File: src/rtl/uart_tx_sched.sv
// Round-robin scheduler sharing one 8N1 UART transmitter between two byte FIFOs.
// One pop per frame from the granted FIFO; requests are sampled only while IDLE.
module uart_tx_sched #(
  parameter int CLKS_PER_BIT = 16,
  parameter int DATA_W       = 8
) (
  input  logic              clk,
  input  logic              rst,
  input  logic              en,
  input  logic              ch0_empty,
  input  logic [DATA_W-1:0] ch0_data,
  output logic              ch0_rd_en,
  input  logic              ch1_empty,
  input  logic [DATA_W-1:0] ch1_data,
  output logic              ch1_rd_en,
  output logic              tx,
  output logic              busy,
  output logic              grant_id,
  output logic              frame_done
);

  localparam int BAUD_W = $clog2(CLKS_PER_BIT);
  localparam int BIT_W  = $clog2(DATA_W + 1);
  localparam logic [BAUD_W-1:0] BAUD_LAST = BAUD_W'(CLKS_PER_BIT - 1);
  localparam logic [BIT_W-1:0]  BIT_LAST  = BIT_W'(DATA_W - 1);

  typedef enum logic [2:0] {IDLE, POP, LOAD, START, DATA, STOP} state_e;

  state_e            state_q, state_d;
  logic [BAUD_W-1:0] baud_q, baud_d;
  logic [BIT_W-1:0]  bit_q, bit_d;
  logic [DATA_W-1:0] shift_q, shift_d;
  logic              tx_q, tx_d;
  logic              grant_q, grant_d;
  logic              last_q, last_d;
  logic              baud_end;

  assign baud_end = (baud_q == BAUD_LAST);

  always_comb begin
    state_d = state_q;
    baud_d  = baud_q;
    bit_d   = bit_q;
    shift_d = shift_q;
    grant_d = grant_q;
    last_d  = last_q;
    case (state_q)
      IDLE: begin
        if (en && (!ch0_empty || !ch1_empty)) begin
          // On a tie the channel that lost last time wins; a lone requester always wins.
          if (!ch0_empty && !ch1_empty) grant_d = ~last_q;
          else                          grant_d = ch0_empty;
          last_d  = grant_d;
          state_d = POP;
        end
      end
      POP: state_d = LOAD;
      LOAD: begin
        shift_d = grant_q ? ch1_data : ch0_data;
        baud_d  = '0;
        state_d = START;
      end
      START: begin
        baud_d = baud_q + BAUD_W'(1);
        if (baud_end) begin
          baud_d  = '0;
          bit_d   = '0;
          state_d = DATA;
        end
      end
      DATA: begin
        baud_d = baud_q + BAUD_W'(1);
        if (baud_end) begin
          baud_d  = '0;
          shift_d = shift_q >> 1;
          if (bit_q == BIT_LAST) begin
            bit_d   = '0;
            state_d = STOP;
          end else begin
            bit_d = bit_q + BIT_W'(1);
          end
        end
      end
      STOP: begin
        baud_d = baud_q + BAUD_W'(1);
        if (baud_end) begin
          baud_d  = '0;
          state_d = IDLE;
        end
      end
      default: state_d = IDLE;
    endcase

    // tx is registered from the next state so the line changes exactly on bit boundaries.
    tx_d = 1'b1;
    if (state_d == START)     tx_d = 1'b0;
    else if (state_d == DATA) tx_d = shift_d[0];
  end

  always_ff @(posedge clk or posedge rst) begin
    if (rst) begin
      state_q <= IDLE;
      baud_q  <= '0;
      bit_q   <= '0;
      shift_q <= '0;
      tx_q    <= 1'b1;
      grant_q <= 1'b0;
      last_q  <= 1'b1;
    end else begin
      state_q <= state_d;
      baud_q  <= baud_d;
      bit_q   <= bit_d;
      shift_q <= shift_d;
      tx_q    <= tx_d;
      grant_q <= grant_d;
      last_q  <= last_d;
    end
  end

  assign tx         = tx_q;
  assign busy       = (state_q != IDLE);
  assign ch0_rd_en  = (state_q == POP) && !grant_q;
  assign ch1_rd_en  = (state_q == POP) &&  grant_q;
  assign grant_id   = grant_q;
  assign frame_done = (state_q == STOP) && baud_end;

endmodule

File: config.mk
export PLATFORM = sky130hd
export DESIGN_NAME = uart_tx_sched
export DESIGN_NICKNAME = d
export VERILOG_FILES = /design/src/rtl/uart_tx_sched.sv
export SDC_FILE = /design/constraint.sdc
export NUM_CORES = 1
export LEC_CHECK = 0
export CORE_UTILIZATION = 35
export DETAILED_ROUTE_END_ITERATION = 8
export PLACE_DENSITY = 0.63
export SYNTH_ARGS = -nofsm -noshare
export SYNTH_HDL_FRONTEND = slang
export SYNTH_SLANG_ARGS = --single-unit
File: constraint.sdc
create_clock -name clk -period 2.5 [get_ports clk]
set_clock_uncertainty 0.15 [all_clocks]
set_input_delay 0.5 -clock clk [delete_from_list [all_inputs] [get_ports clk]]
set_output_delay 0.5 -clock clk [all_outputs]
set_load 0.02 [all_outputs]
==> metrics.md, run 1 <==
| Metric | Value |
|---|---|
| Status | finished clean |
| Worst vdd ir | 0.311 mV |
| Area delta synth->final | 29.1% |
| Total GRT Usage | 16.2% |
| CTS Sinks | 22 |
| Vias per cell | 5.31 |
| Leading area contributor after synthesis | dfrtp_1 |
| GP Congestion | 0.823 |
| Place WS | 229 ps |
| Register area | 553 sq um |
| Final WL | 2.59 mm |
| Combinational cell fraction of total power | 42.7% |
| DP HPWL | 1.96 mm |
| Fin crit share | 94.6% |
| H-tree levels | 1 |
| Antenna violations before repair | 0 |
| Post-synth top cells | dfrtp_1 (20), nand2_1 (12), nor2_1 (11) |
| Critical Path Start Type | flop |
| Total die area | 3660 sq um |
| Fraction of layout cells with a size suffix above 1 | 10.9% |
| Worst EP required | 1850 ps |
| Worst slew pin tran | 401 ps |
| Final ANT Viol Nets | 0 |
| CTS Root Cell | clkbuf_4 |
| DRT iter0 DRCs | 55 |
| Crit path arrival time | 1710 ps |
| Vias in the first global route | 989 |
| Cell area after synthesis | 1200 sq um |
| Post-synth top area share | 41.8% |
| Core Footprint | 3150 sq um |
| Die width | 60.5 um |
| Final #Nets | 171 |
| WL/cell | 13.6 um |
| CTS tree | yes |
| HP Class | reg -> reg |
| P_int | 0.865 mW |
| Ant. Diodes | 0 |
| Syn_nets | 140 |
| Hold Worst Slack | 340 ps |
| Yosys warning count | 0 |
| Clock Tree Buf Depth | 2 |
| Gate Count Post-Synth | 117 |
| Final worst slack | 135 ps |
| Crit. End Element | primary output |
| Reg power frac | 44.8% |
| Area of the multi-input gates | 597 sq um |
| CP Class | reg -> out |
| Hold Fails Final Rpt | 0 |
| Finished layout cell area | 1550 sq um |
| Max Cap Violations | 0 |
| I/O Pins | 27 |
| First-pass DRT Iterations | 4 |
| EDFF count, synth | 0 |
| Max Fclk | 423 MHz |
| Leak | 0.678 nW |
| Count of final setup violators | 0 |
| Final total power | 1.36 mW |
| Sw Ratio | 36.2% |
| Slew Limit Fails | 0 |
| CP Max Fanout | 5 |
| Sequential-to-total area share from yosys stat | 46.1% |
| Unrepaired setup endpoints after global routing | no |
| Final Critical Period | 2360 ps |
| Fillers | 323 |
| Largest net degree at the start of global routing | 23 |
| Slew headroom | 73.0% |
| Cell variety after synth | 34 |
| Starting Density | 38.0% |
| Mean area per synthesized cell | 10.2 sq um |
| Async S/R FF share, synth | 100% |
| Post-CTS resize count | 3 |
| DRC viols | 0 |
| Setup TNS | 0 ps |
| Clock network fraction of total power | 12.5% |
| P_sw | 0.492 mW |
| Grt ovf | 0 |
| Cts hold-fix bufs | 0 |
| Post-CTS Setup Bufs | 0 |
| Vias | 1014 |
| Flops & latches, synth | 22 |
| Count leader, synth | dfrtp_1 |
| Num rows | 20 |
| Num CTS Buffers | 3 |
| Reg clk slew, reported paths | 120 ps |
| Ys flop type | dfrtp_1 |
| Skew-Pair Late Insertion Delay | 310 ps |
| Cell Pwr Density | 876 nW/um^2 |
| Port Buffer Count | 26 |
| Area after DPL | 1530 sq um |
| Global-route wire length before repair | 4.37 mm |
| Area contributors post-synth | dfrtp_1 (42%), mux2i_1 (8.4%), a221o_1 (5.8%) |
| Chip Height | 60.5 um |
-- power by group through the flow --
stage | logic (mW) | registers, mW | clock network [mW]
after detailed placement | 0.584 | 0.612 | 0
after global placement | 0.571 | 0.607 | 0
final | 0.579 | 0.607 | 0.170
after global routing | 0.642 | 0.626 | 0.187
after CTS | 0.582 | 0.606 | 0.177
after floorplan | 0.438 | 0.583 | 0
-- cell usage in the layout, fill, tap and decap left out, types with 3 or more instances in the layout --
cell type / Yosys / layout
a21oi_1: 5 / 5
a221o_1: 7 / 7
and3_1: 5 / 5
buf_4: 0 / 7
clkbuf_4: 0 / 3
clkdlybuf4s50_1: 0 / 23
dfrtp_1: 20 / 20
dlygate4sd2_1: 0 / 3
mux2i_1: 10 / 10
nand2_1: 12 / 12
nand3_1: 3 / 3
nor2_1: 11 / 11
o21ai_0: 7 / 7
-- path summary, 6_finish.rpt --
kind                             from          to  slack [ps]  depth (start not counted)
setup / recovery            baud_q[0]  frame_done         140                          5
hold / removal               bit_q[3]    bit_q[3]         340                          1
setup reg to reg           state_q[1]          tx         520                          4
hold reg to reg              bit_q[3]    bit_q[3]         340                          1
max in group asynchronous         rst          tx        1570                          3
min in group asynchronous         rst  shift_q[7]         360                          3
-- cells by family (layout without fill, tap and decap cells) --
logic type,after synthesis,after routing,synth area share [%]
flip-flops,22,22,46.1
buffers and inverters,9,39,4.07
multiplexers,10,10,8.35
AO/OA/AOI/OAI,33,33,21.2
adder cells (fa/ha/maj),2,2,2.09
AND/OR/NAND/NOR,41,41,18.2
-- metal layers --
layer	up-vias	global-route usage [%]	share of wire, %
li1	499	-	-
met1	480	20.9	47
met2	27	26.5	47
met3	8	3.20	3.9
met4	0	7.14	2.3
met5	-	0	0
-- area by class of cell --
cell class,count,share of cell area [%]
Tap cell,44,3.56
Multi-Input combinational cell,86,38.6
Timing Repair Buffer,33,20.0
Inverter,2,0.485
Clock buffer,4,1.70
Sequential cell,22,35.7
-- registers in the layout, summed over array words and instances, names as in the netlist --
register / count
baud_q: 4
bit_q: 4
grant_id: 1
tx: 1
last_q: 1
shift_q: 8
state_q: 3
-- critical path, stage by stage, from the launching register on --
cell	delay, ps
dfrtp_1	420
ha_1	260
and3_1	210
nand2_1	130
nor2_1	50
dlygate4sd2_1	320
-- per-stage QoR --
step / cells / util, %
3_3_place_gp: 187 / 48.4
4_1_cts: 191 / 49.1
2_1_floorplan: 117 / -
6_report: 191 / 49.1
3_5_place_dp: 187 / 48.4
5_1_grt: 191 / 49.1
No activity file was read; power rests on OpenSTA's default activity.
==> inputs of run 2 (changes only) <==
Settings changed: CTS_BUF_LIST from default to sky130_fd_sc_hd__clkbuf_4 sky130_fd_sc_hd__clkbuf_8.
==> metrics.md, run 2 (synthesized netlist as in run 1, its figures left out) <==
| Metric | Value |
|---|---|
| Largest regs | shift_q x8, baud_q x4, bit_q x4 |
| Die width | 60.5 um (unchanged) |
| Final total power | 1.37 mW (+0.67%) |
| R2R cell count | 4 (unchanged) |
| CP Max Fanout | 5 (unchanged) |
| Total GRT Usage | 16.2% (unchanged) |
| Fin crit share | 94.3% (-0.29 points) |
| Unrepaired setup endpoints after global routing | no |
| Worst slew pin tran | 415 ps (+13.9 ps) |
| Num CTS Buffers | 3 (unchanged) |
| GP Congestion | 0.823 (unchanged) |
| CTS tree | yes |
| Worst vdd ir | 0.311 mV (about the same) |
| I/O Pins | 27 (unchanged) |
| Cts hold-fix bufs | 0 (unchanged) |
| Hold Path Stages | 1 (unchanged) |
| CP max-delay cell | dfrtp_1 |
| Grt ovf | 0 (unchanged) |
| Crit. End Element | primary output |
| DP HPWL | 1.96 mm (unchanged) |
| Non-Filler Instances | 191 (unchanged) |
| H-tree levels | 1 (unchanged) |
| Total die area | 3660 sq um (unchanged) |
| Commonest non-fill, non-tap cell in the layout | clkdlybuf4s50_1 |
| Final ANT Viol Nets | 0 (unchanged) |
| Core Util, Final | 49.2% (+0.12 points) |
| Slew Limit Fails | 0 (unchanged) |
| Cell Pwr Density | 880 nW/um^2 (+0.42%) |
| DRC viols | 0 (unchanged) |
| Area delta synth->final | 29.4% |
| Vias | 1014 (unchanged) |
| Worst EP required | 1850 ps (about the same) |
| Worst path bufs/invs | 1 (unchanged) |
| Largest net degree at the start of global routing | 23 (unchanged) |
| Chip Height | 60.5 um (unchanged) |
| CTS Sinks | 22 (unchanged) |
| Port Buffer Count | 26 (unchanged) |
| CP Class | reg -> out |
| HP Class | reg -> reg |
| Critical path depth | 5 (unchanged) |
| Critical Path Start Type | flop |
| Max Fclk | 424 MHz (+0.30%) |
| Leak | 0.681 nW (+0.50%) |
| Vias per cell | 5.31 (unchanged) |
| Ant. Diodes | 0 (unchanged) |
| Crit path arrival time | 1710 ps (about the same) |
| Max Cap Violations | 0 (unchanged) |
| Clock Tree Buf Depth | 2 (unchanged) |
| Status | finished clean |
| Count of final setup violators | 0 (unchanged) |
| Core Footprint | 3150 sq um (unchanged) |
| Hold Fails Final Rpt | 0 (unchanged) |
| Largest Register | shift_q |
| Worst path max stage delay | 420 ps (about the same) |
| Fraction of layout cells with a size suffix above 1 | 11.6% (+0.68 points) |
| Antenna violations before repair | 0 (unchanged) |
| Commonest non-fill, non-tap cells in the layout | clkdlybuf4s50_1 (23), dfrtp_1 (20), nand2_1 (12) |
| Dpl cells | 187 (unchanged) |
| Skew-Pair Late Insertion Delay | 310 ps (about the same) |
| Final #Nets | 171 (unchanged) |
| CTS Root Cell | clkbuf_4 |
| Max FFs per register | 8 (unchanged) |
| Setup TNS | 0 ps (unchanged) |
| Starting Density | 38.0% (unchanged) |
| Global-route wire length before repair | 4.37 mm (-0.16%) |
| Reg clk slew, reported paths | 120 ps (about the same) |
| Top delay family on crit path | flip-flops |
| WL/cell | 13.5 um (-0.81%) |
| Post-CTS Setup Bufs | 0 (unchanged) |
| First-pass DRT Iterations | 4 (unchanged) |
| DRT iter0 DRCs | 38 (-31%) |
| Final Critical Period | 2360 ps (-7.18 ps) |
| Vias in the first global route | 981 (-0.81%) |
| Slew headroom | 72.1% (-0.94 points) |
| Num rows | 20 (unchanged) |
| Final WL | 2.57 mm (-0.81%) |
| Critical Path, Cell by Cell | ha_1 -> and3_1 -> nand2_1 -> nor2_1 -> dlygate4sd2_1 |
-- run 2: changes by cell type in the layout (fill, tap and decap cells not counted) --
cell and change:
clkbuf_1 -1, clkbuf_4 +1
-- run 2: metrics by stage --
step	hold slack, ps	area (sq um)	setup WS, ps
global placement	308	1530	291
detailed placement	320	1530	229
global route	360	1550	5.36
floorplan	290	1200	251
CTS	332	1550	130
finish	327	1550	142
-- run 2: path summary, 6_finish.rpt --
path	startpoint	end	slack [ps]
setup / recovery	baud_q[0]	frame_done	140
hold / removal	bit_q[3]	bit_q[3]	330
setup reg to reg	state_q[1]	tx	520
hold reg to reg	bit_q[3]	bit_q[3]	330
max in group asynchronous	rst	tx	1560
min in group asynchronous	rst	shift_q[7]	360
-- run 2: timing repair --
item,in CTS,in global routing
endpoints found under the hold margin,0,0
setup endpoints to repair,3,0
gates resized for setup,3,0
-- run 2: where the power goes --
| group | switching, mW | internal (mW) |
|---|---|---|
| logic | 0.269 | 0.309 |
| registers | 0.114 | 0.493 |
| clock network | 0.107 | 0.0731 |
-- run 2: metal layers --
metal,part of all wire (%),GRT usage (%),wire length (um),vias up
li1,-,-,-,502
met1,47,21.1,1210,484
met2,48,26.4,1240,24
met3,3.7,3.20,94,4
met4,1.2,7.14,31,0
met5,0,0,0,-
-- run 2: cell type report --
type	count	area, sq um
clock buffers	4	30.0
repair buffers	33	309
inverters	2	7.51
multi-input cells	86	597
fillers	320	1600
flip-flops and latches	22	553
well taps	44	55.1
